[config.mk]
export PLATFORM = sky130hd
export DESIGN_NAME = axi_wr_fifo_sink
export DESIGN_NICKNAME = d
export VERILOG_FILES = /design/src/rtl/axi_wr_fifo_sink.sv
export SDC_FILE = /design/constraint.sdc
export NUM_CORES = 1
export LEC_CHECK = 0
export ABC_AREA = 1
export CORE_MARGIN = 3
export CORE_UTILIZATION = 40
export CTS_CLUSTER_DIAMETER = 80
export CTS_CLUSTER_SIZE = 40
export DETAILED_ROUTE_END_ITERATION = 8
export PLACE_DENSITY = 0.58
export SYNTH_ARGS = -nofsm -noshare
export SYNTH_HDL_FRONTEND = slang
export SYNTH_SLANG_ARGS = --single-unit
export TNS_END_PERCENT = 100
[constraint.sdc]
create_clock -name clk -period 5.5 [get_ports clk]
set_input_delay 0.55 -clock clk [delete_from_list [all_inputs] [get_ports clk]]
set_output_delay 0.55 -clock clk [all_outputs]
set_load 0.01 [all_outputs]
[src/rtl/axi_wr_fifo_sink.sv]
// Write-only FIFO port behind the AXI write subordinate's component interface.
// Optional macro CALIPTRA_AXI_WR_FIFO_PARTIAL_EN: accept partial strobes and expose o_strb.
module axi_wr_fifo_sink #(
   parameter int unsigned    AW        = 32,
   parameter int unsigned    DW        = 32,
   parameter int unsigned    BC        = DW/8,
   parameter int unsigned    IW        = 1,
   parameter int unsigned    DEPTH     = 8,
   parameter logic [AW-1:0]  BASE_ADDR = 'h0000_0100,
   parameter int unsigned    WIN_BYTES = 16
) (
   input  logic                       clk,
   input  logic                       rst_n,
   input  logic                       dv,
   input  logic [AW-1:0]              addr,
   input  logic [IW-1:0]              id,
   input  logic [DW-1:0]              wdata,
   input  logic [BC-1:0]              wstrb,
   input  logic                       last,
   output logic                       hld,
   output logic                       err,
   input  logic                       flush,
   output logic                       o_valid,
   output logic [DW-1:0]              o_data,
   output logic                       o_last,
   output logic [IW-1:0]              o_id,
`ifdef CALIPTRA_AXI_WR_FIFO_PARTIAL_EN
   output logic [BC-1:0]              o_strb,
`endif
   input  logic                       i_ready,
   output logic [$clog2(DEPTH+1)-1:0] level,
   output logic                       full,
   output logic                       empty
);

   localparam int unsigned   PW       = $clog2(DEPTH);
   localparam int unsigned   LW       = $clog2(DEPTH+1);
   localparam logic [AW-1:0] WIN_MASK = ~(AW'(WIN_BYTES - 1));

   logic [PW-1:0] wptr_q, wptr_d;
   logic [PW-1:0] rptr_q, rptr_d;
   logic [LW-1:0] level_q, level_d;

   logic [DW-1:0] mem_data_q [DEPTH];
   logic          mem_last_q [DEPTH];
   logic [IW-1:0] mem_id_q   [DEPTH];

   logic in_win, strb_ok, push_req, bad, push, pop;

   assign in_win = (addr & WIN_MASK) == BASE_ADDR;

`ifdef CALIPTRA_AXI_WR_FIFO_PARTIAL_EN
   logic [BC-1:0] mem_strb_q [DEPTH];

   // An all-zero strobe inside the window is a silent no-op, not an error.
   assign strb_ok = |wstrb;
   assign bad     = dv && !in_win;
   assign o_strb  = mem_strb_q[rptr_q];

   always_ff @(posedge clk) begin
      if (push) mem_strb_q[wptr_q] <= wstrb;
   end
`else
   assign strb_ok = &wstrb;
   assign bad     = dv && !(in_win && strb_ok);
`endif

   assign push_req = dv && in_win && strb_ok;
   // Stall depends only on registered full; a same-cycle pop never releases it.
   assign hld      = (push_req && full) || (dv && flush);
   assign err      = bad && !hld;
   assign push     = push_req && !hld;
   assign pop      = o_valid && i_ready && !flush;

   assign level   = level_q;
   assign full    = level_q == LW'(DEPTH);
   assign empty   = level_q == '0;
   assign o_valid = !empty;
   assign o_data  = mem_data_q[rptr_q];
   assign o_last  = mem_last_q[rptr_q];
   assign o_id    = mem_id_q[rptr_q];

   always_comb begin
      wptr_d  = wptr_q;
      rptr_d  = rptr_q;
      level_d = level_q;
      if (flush) begin
         wptr_d  = '0;
         rptr_d  = '0;
         level_d = '0;
      end else begin
         if (push) wptr_d = wptr_q + PW'(1);
         if (pop)  rptr_d = rptr_q + PW'(1);
         level_d = level_q + LW'(push) - LW'(pop);
      end
   end

   always_ff @(posedge clk or negedge rst_n) begin
      if (!rst_n) begin
         wptr_q  <= '0;
         rptr_q  <= '0;
         level_q <= '0;
      end else begin
         wptr_q  <= wptr_d;
         rptr_q  <= rptr_d;
         level_q <= level_d;
      end
   end

   always_ff @(posedge clk) begin
      if (push) begin
         mem_data_q[wptr_q] <= wdata;
         mem_last_q[wptr_q] <= last;
         mem_id_q[wptr_q]   <= id;
      end
   end

endmodule

# Word-level counts from Yosys, hierarchy flattened
# Memory sizes are Yosys's and may differ from the RTL's.
# Cells that the tools add are included.
[classes]
n_eq_ne = 2
mux = 7
add_sub_neg = 4
n_reduce_logical = 19
[op_table]
columns = ["cell", "n"]
rows = [
  ["28-bit by 5-bit equality test with 1-bit output (second input constant)", 1],
  ["3-bit two-way mux", 4],
  ["1-bit logical AND", 10],
  ["3-bit by 1-bit adder with 3-bit output (second input constant)", 2],
  ["4-bit by 1-bit adder with 4-bit output", 1],
  ["4-bit equality test (second input constant)", 1],
  ["1-bit logical NOT", 4],
  ["4-bit logical NOT", 1],
  ["4-bit two-way mux", 1],
  ["4-bit AND reduction", 1],
  ["2-bit nonzero test", 2],
  ["4-bit by 1-bit subtractor with 4-bit output", 1],
  ["1-bit two-way mux", 2],
  ["1-bit logical OR", 1],
]
[totals]
ram_bits = 272
n_memories = 3
register_bits = 10
input_bits = 75
elab_cells = 38
[memory_table]
columns = ["name", "words", "width", "rd", "rd_clocked_by_memory_dff", "write_ports", "line", "rtl"]
rows = [
  ["mem_data_q", 8, 32, 1, 0, 1, "44", "logic [DW-1:0] mem_data_q [DEPTH];"],
  ["mem_id_q", 8, 1, 1, 0, 1, "46", "logic [IW-1:0] mem_id_q [DEPTH];"],
  ["mem_last_q", 8, 1, 1, 0, 1, "45", "logic mem_last_q [DEPTH];"],
]

# Longest topological paths before layout
[logic_depth]
depth_word = 10
ltp_mapped = 14

# Least setup slack after synthesis
# OpenSTA, ideal clock, no wires.
[synth_timing]
path_kind = "flip-flop to flip-flop"
from = "register level_q[2] (netlist: level[2])"
to = "memory mem_data_q[7][0] (enable)"
setup_ps = 468
path_stages_with_launch = 7
path_buffers = 0
t_arrival_ps = 3536
path_slack_ps = 1496
path_cell_list = "dfrtp_1 inv_1 ha_1 nor3b_1 nor3_2 nand2_2 nor3_1"
[synth_via]
elab_chain_len = 7
[synth_rtl]
columns = ["item", "line", "rtl"]
rows = [
  ["from (decl)", "42", "logic [LW-1:0] level_q, level_d;"],
  ["from (signal assigned)", "106", "level_q <= level_d;"],
  ["4-bit equality test", "76", "assign full = level_q == LW'(DEPTH);"],
  ["named net full", "32", "output logic full,"],
  ["1-bit logical AND", "70", "assign hld = (push_req && full) || (dv && flush);"],
  ["1-bit logical OR", "70", ""],
  ["1-bit logical NOT", "72", "assign push = push_req && !hld;"],
  ["1-bit logical AND", "72", ""],
  ["1-bit two-way mux", "111", "if (push) begin"],
  ["1-bit two-way mux (not written as such)", "112", "mem_data_q[wptr_q] <= wdata;"],
  ["to (decl)", "44", ""],
]
# The timed path passes the listed nets, and every way through them passes these cells.

# Worst setup path after layout
[layout_timing]
from = "register rptr_q[0]"
to = "output port o_data[27]"
[layout_via]
elab_chain_len = 1
[layout_rtl]
columns = ["item", "line", "rtl"]
rows = [
  ["from (decl)", "41", "logic [PW-1:0] rptr_q, rptr_d;"],
  ["from (signal assigned)", "105", "rptr_q <= rptr_d;"],
  ["memory 8 x 32 bit", "--", ""],
  ["to (decl)", "24", "output logic [DW-1:0] o_data,"],
]
# No other way between the ends.

==> metrics.md <==
| Metric | Value |
|---|---|
| Status | complete, no violations |
| FMAX | 240 MHz |
| Worst endpoint required time | 4.95 ns |
| Core area | 27,900 µm² |
| WP depth | 7 |
| Io pins | 118 |
| Final WS setup | 1.34 ns |
| Worst path slowest cell | inv_4 |
| H-tree depth reported by CTS | 1 |
| Clock Skew | 0.0369 ns |
| FF+latch count, synth | 282 |
| Actual slew at the worst max-slew pin | 0.974 ns |
| CTS buffer count | 15 |
| Total power | 0.00490 W |
| Sequential cell area fraction in the yosys report | 0.740 |
| Max-slew headroom | 0.349 |
| Clock latency at the later pin of the worst-skew pair | 0.52 ns |
| Syn Inst Count | 886 |
| Rows | 61 |
| All-Layer GR Usage | 0.154 |
| Largest net degree at the start of global routing | 84 |
| Nets | 1,064 |
| Final setup fails | 0 |
| Post-synth EDFFs | 272 |
| WL/cell | 17.4 µm |
| Final GP Congestion | 0.745 |
| Leakage power total | 4.47 nW |
| RSZ-0062 raised after global routing | false |
| Final Hold Viols | 0 |
| Crit Path Category | flop to output pin |
| Final setup TNS | 0 ns |
| Vias | 6,861 |
| Final count of pins violating max slew | 0 |
| R2R setup slack | 2.52 ns |
| Max-Cap Viols | 0 |
| Maximum clock insertion buffer count | 3 |
| DIE AREA | 30,500 µm² |
| Pre-CTS setup slack | 1.85 ns |
| Multi-input gate area | 2610 µm² |
| Max stage delay on crit path | 0.78 ns |
| Final Cycle Share | 0.757 |
| Crit. End Element | output pin |
| Startpoint types | flop |
| Worst hold slack | 0.362 ns |
| Sink Count | 282 |
| Total setup buffers inserted after CTS | 0 |
| Most used DFF post-synth | edfxtp_1 |
| Hold-fix buffers, CTS | 0 |
| Syn Std Cell Area | 11,400 µm² |
| Top Family by Delay on Critical Path | buffers and inverters |
| Root buf cell | clkbuf_16 |
| Post-cts gate resize count | 0 |
| Routed wire length | 23,800 µm |
| Post-synthesis net count | 970 |
| CTS tree | done |
| First-pass GRT wire length | 37,200 µm |
| Most frequent cells in the layout | 272 x edfxtp_1, 231 x nor2_1, 128 x nand2_1 |
| Max VDD drop | 0.287 mV |
| Initial antenna violation count | 2 |
| Syn. warnings | 0 |
| First-pass iteration count of the detailed router | 4 |
| CP Buf/Inv Count | 3 |
| Vias in the first global route | 6,758 |
| Critical Path Most Common Cell | nand2_1 |
| Crit path arrival time | 3.61 ns |
| Synth unique cells | 26 |
| Dpl hpwl | 13,300 µm |
| Crit Path Max Fanout | 83 |
| Layout cells sized above 1 | 0.0567 |
| Area grow syn2layout | 17.9% |
| Final min period | 4.16 ns |
| CTS clk-pin slew, worst paths | 0.11 ns |
| Number of DRC markers in iteration 0 | 436 |
| Die Y | 175 µm |
| Vias/cell | 5.02 |
| Sequential Area | 8430 µm² |
| Synth async-reset ratio | 0.0355 |
| Width of the die | 175 µm |
| Fill count | 2,513 |
| IO buf count | 113 |
| Remaining global-route overflow | 0 |
| Residual DRC | 0 |
| Initial Util | 0.407 |
| Commonest non-fill, non-tap cell in the layout | edfxtp_1 |
| Reg2Reg Depth | 7 |
| Antenna-violating nets left | 0 |
| Crit path cell chain | inv_4, buf_4, nor2_1, o32ai_1, nand2_1, nand2_1, clkdlybuf4s50_1 |
| Hold Path Class | input port to asynchronous set/reset pin |
| Synth Area per Inst | 12.8 µm² |
| PD cells | 365 nW/µm² |
-- final timing paths --
| kind | startpoint | to |
|---|---|---|
| hold / removal | rst_n | rptr_q[1]$_DFFE_PN0P_ |
| setup reg to reg | level[2]$_DFF_PN0_ | mem_data_q[6][12]$_DFFE_PP_ |
| hold reg to reg | wptr_q[0]$_DFFE_PN0P_ | wptr_q[0]$_DFFE_PN0P_ |
| setup / recovery | rptr_q[0]$_DFFE_PN0P_ | o_data[27] |
| max in group asynchronous | rst_n | rptr_q[0]$_DFFE_PN0P_ |
| min in group clk | wptr_q[0]$_DFFE_PN0P_ | wptr_q[0]$_DFFE_PN0P_ |
-- area by class of cell --
class / instances / share of cell area
Inverter: 19 / 0.00551
Multi-Input combinational cell: 532 / 0.195
Clock buffer: 15 / 0.0280
Clock inverter: 10 / 0.0131
Antenna cell: 1 / 0.000187
Sequential cell: 282 / 0.629
Timing Repair Buffer: 130 / 0.0939
Tap cell: 378 / 0.0353
-- metal layers --
layer,share of wire,vias up,global-route usage
met5,0.00055,-,0
met4,0.017,2,0.0339
met3,0.032,26,0.0206
met2,0.50,111,0.277
met1,0.45,3354,0.201
li1,-,3368,-
-- worst reg2reg max path, delay by kind of cell, from the launching register on --
| kind | cells | cell delay (ns) |
|---|---|---|
| adders and majority gates | 1 | 0.20 |
| and+or+nand+nor | 4 | 1.66 |
| buffers and inverters | 2 | 0.44 |
| DFF | 1 | 0.35 |
-- sequential cells by signal (all words and copies together), names as in the netlist --
signal	count
mem_data_q	256
mem_id_q	8
mem_last_q	8
level	4
rptr_q	3
wptr_q	3
-- stage by stage --
stage	cells	util	cell area (µm²)
detailed placement	1341	0.460	12800
global route	1367	0.480	13400
global placement	1341	0.460	12800
floorplan	886	-	11400
finish	1367	0.480	13400
CTS	1366	0.480	13400
-- synth_stat cells, types with 3 or more instances --
cell type | count | share of area
buf_1 | 3 | 0.00099
buf_2 | 15 | 0.0066
buf_4 | 4 | 0.0026
buf_6 | 11 | 0.011
clkbuf_1 | 20 | 0.0066
dfrtp_1 | 10 | 0.022
edfxtp_1 | 272 | 0.72
ha_1 | 8 | 0.0088
inv_1 | 17 | 0.0056
nand2_1 | 128 | 0.042
nand3_1 | 7 | 0.0031
nor2_1 | 235 | 0.078
nor3_1 | 6 | 0.0026
o21ai_0 | 69 | 0.030
o32ai_1 | 68 | 0.052
-- where the power goes --
part	internal, W	total, W	switching, W
Clock	0.000566	0.00132	0.000751
Combinational	0.000518	0.00113	0.000607
Sequential	0.00236	0.00245	0.0000884
Total	0.00345	0.00490	0.00145
-- cell families (layout without fill, tap and decap cells) --
| group | count (synthesis) | after routing | share of synthesized area |
|---|---|---|---|
| adders and majority gates | 9 | 9 | 0.0106 |
| DFF | 282 | 282 | 0.740 |
| and+or+nand+nor | 382 | 382 | 0.130 |
| xor gates and xnor gates | 2 | 2 | 0.00154 |
| other | 0 | 1 | 0 |
| buffers and inverters | 72 | 174 | 0.0340 |
| AOI/OAI and AO/OA | 139 | 139 | 0.0836 |
Note: power is estimated with default switching activity, not from simulation.
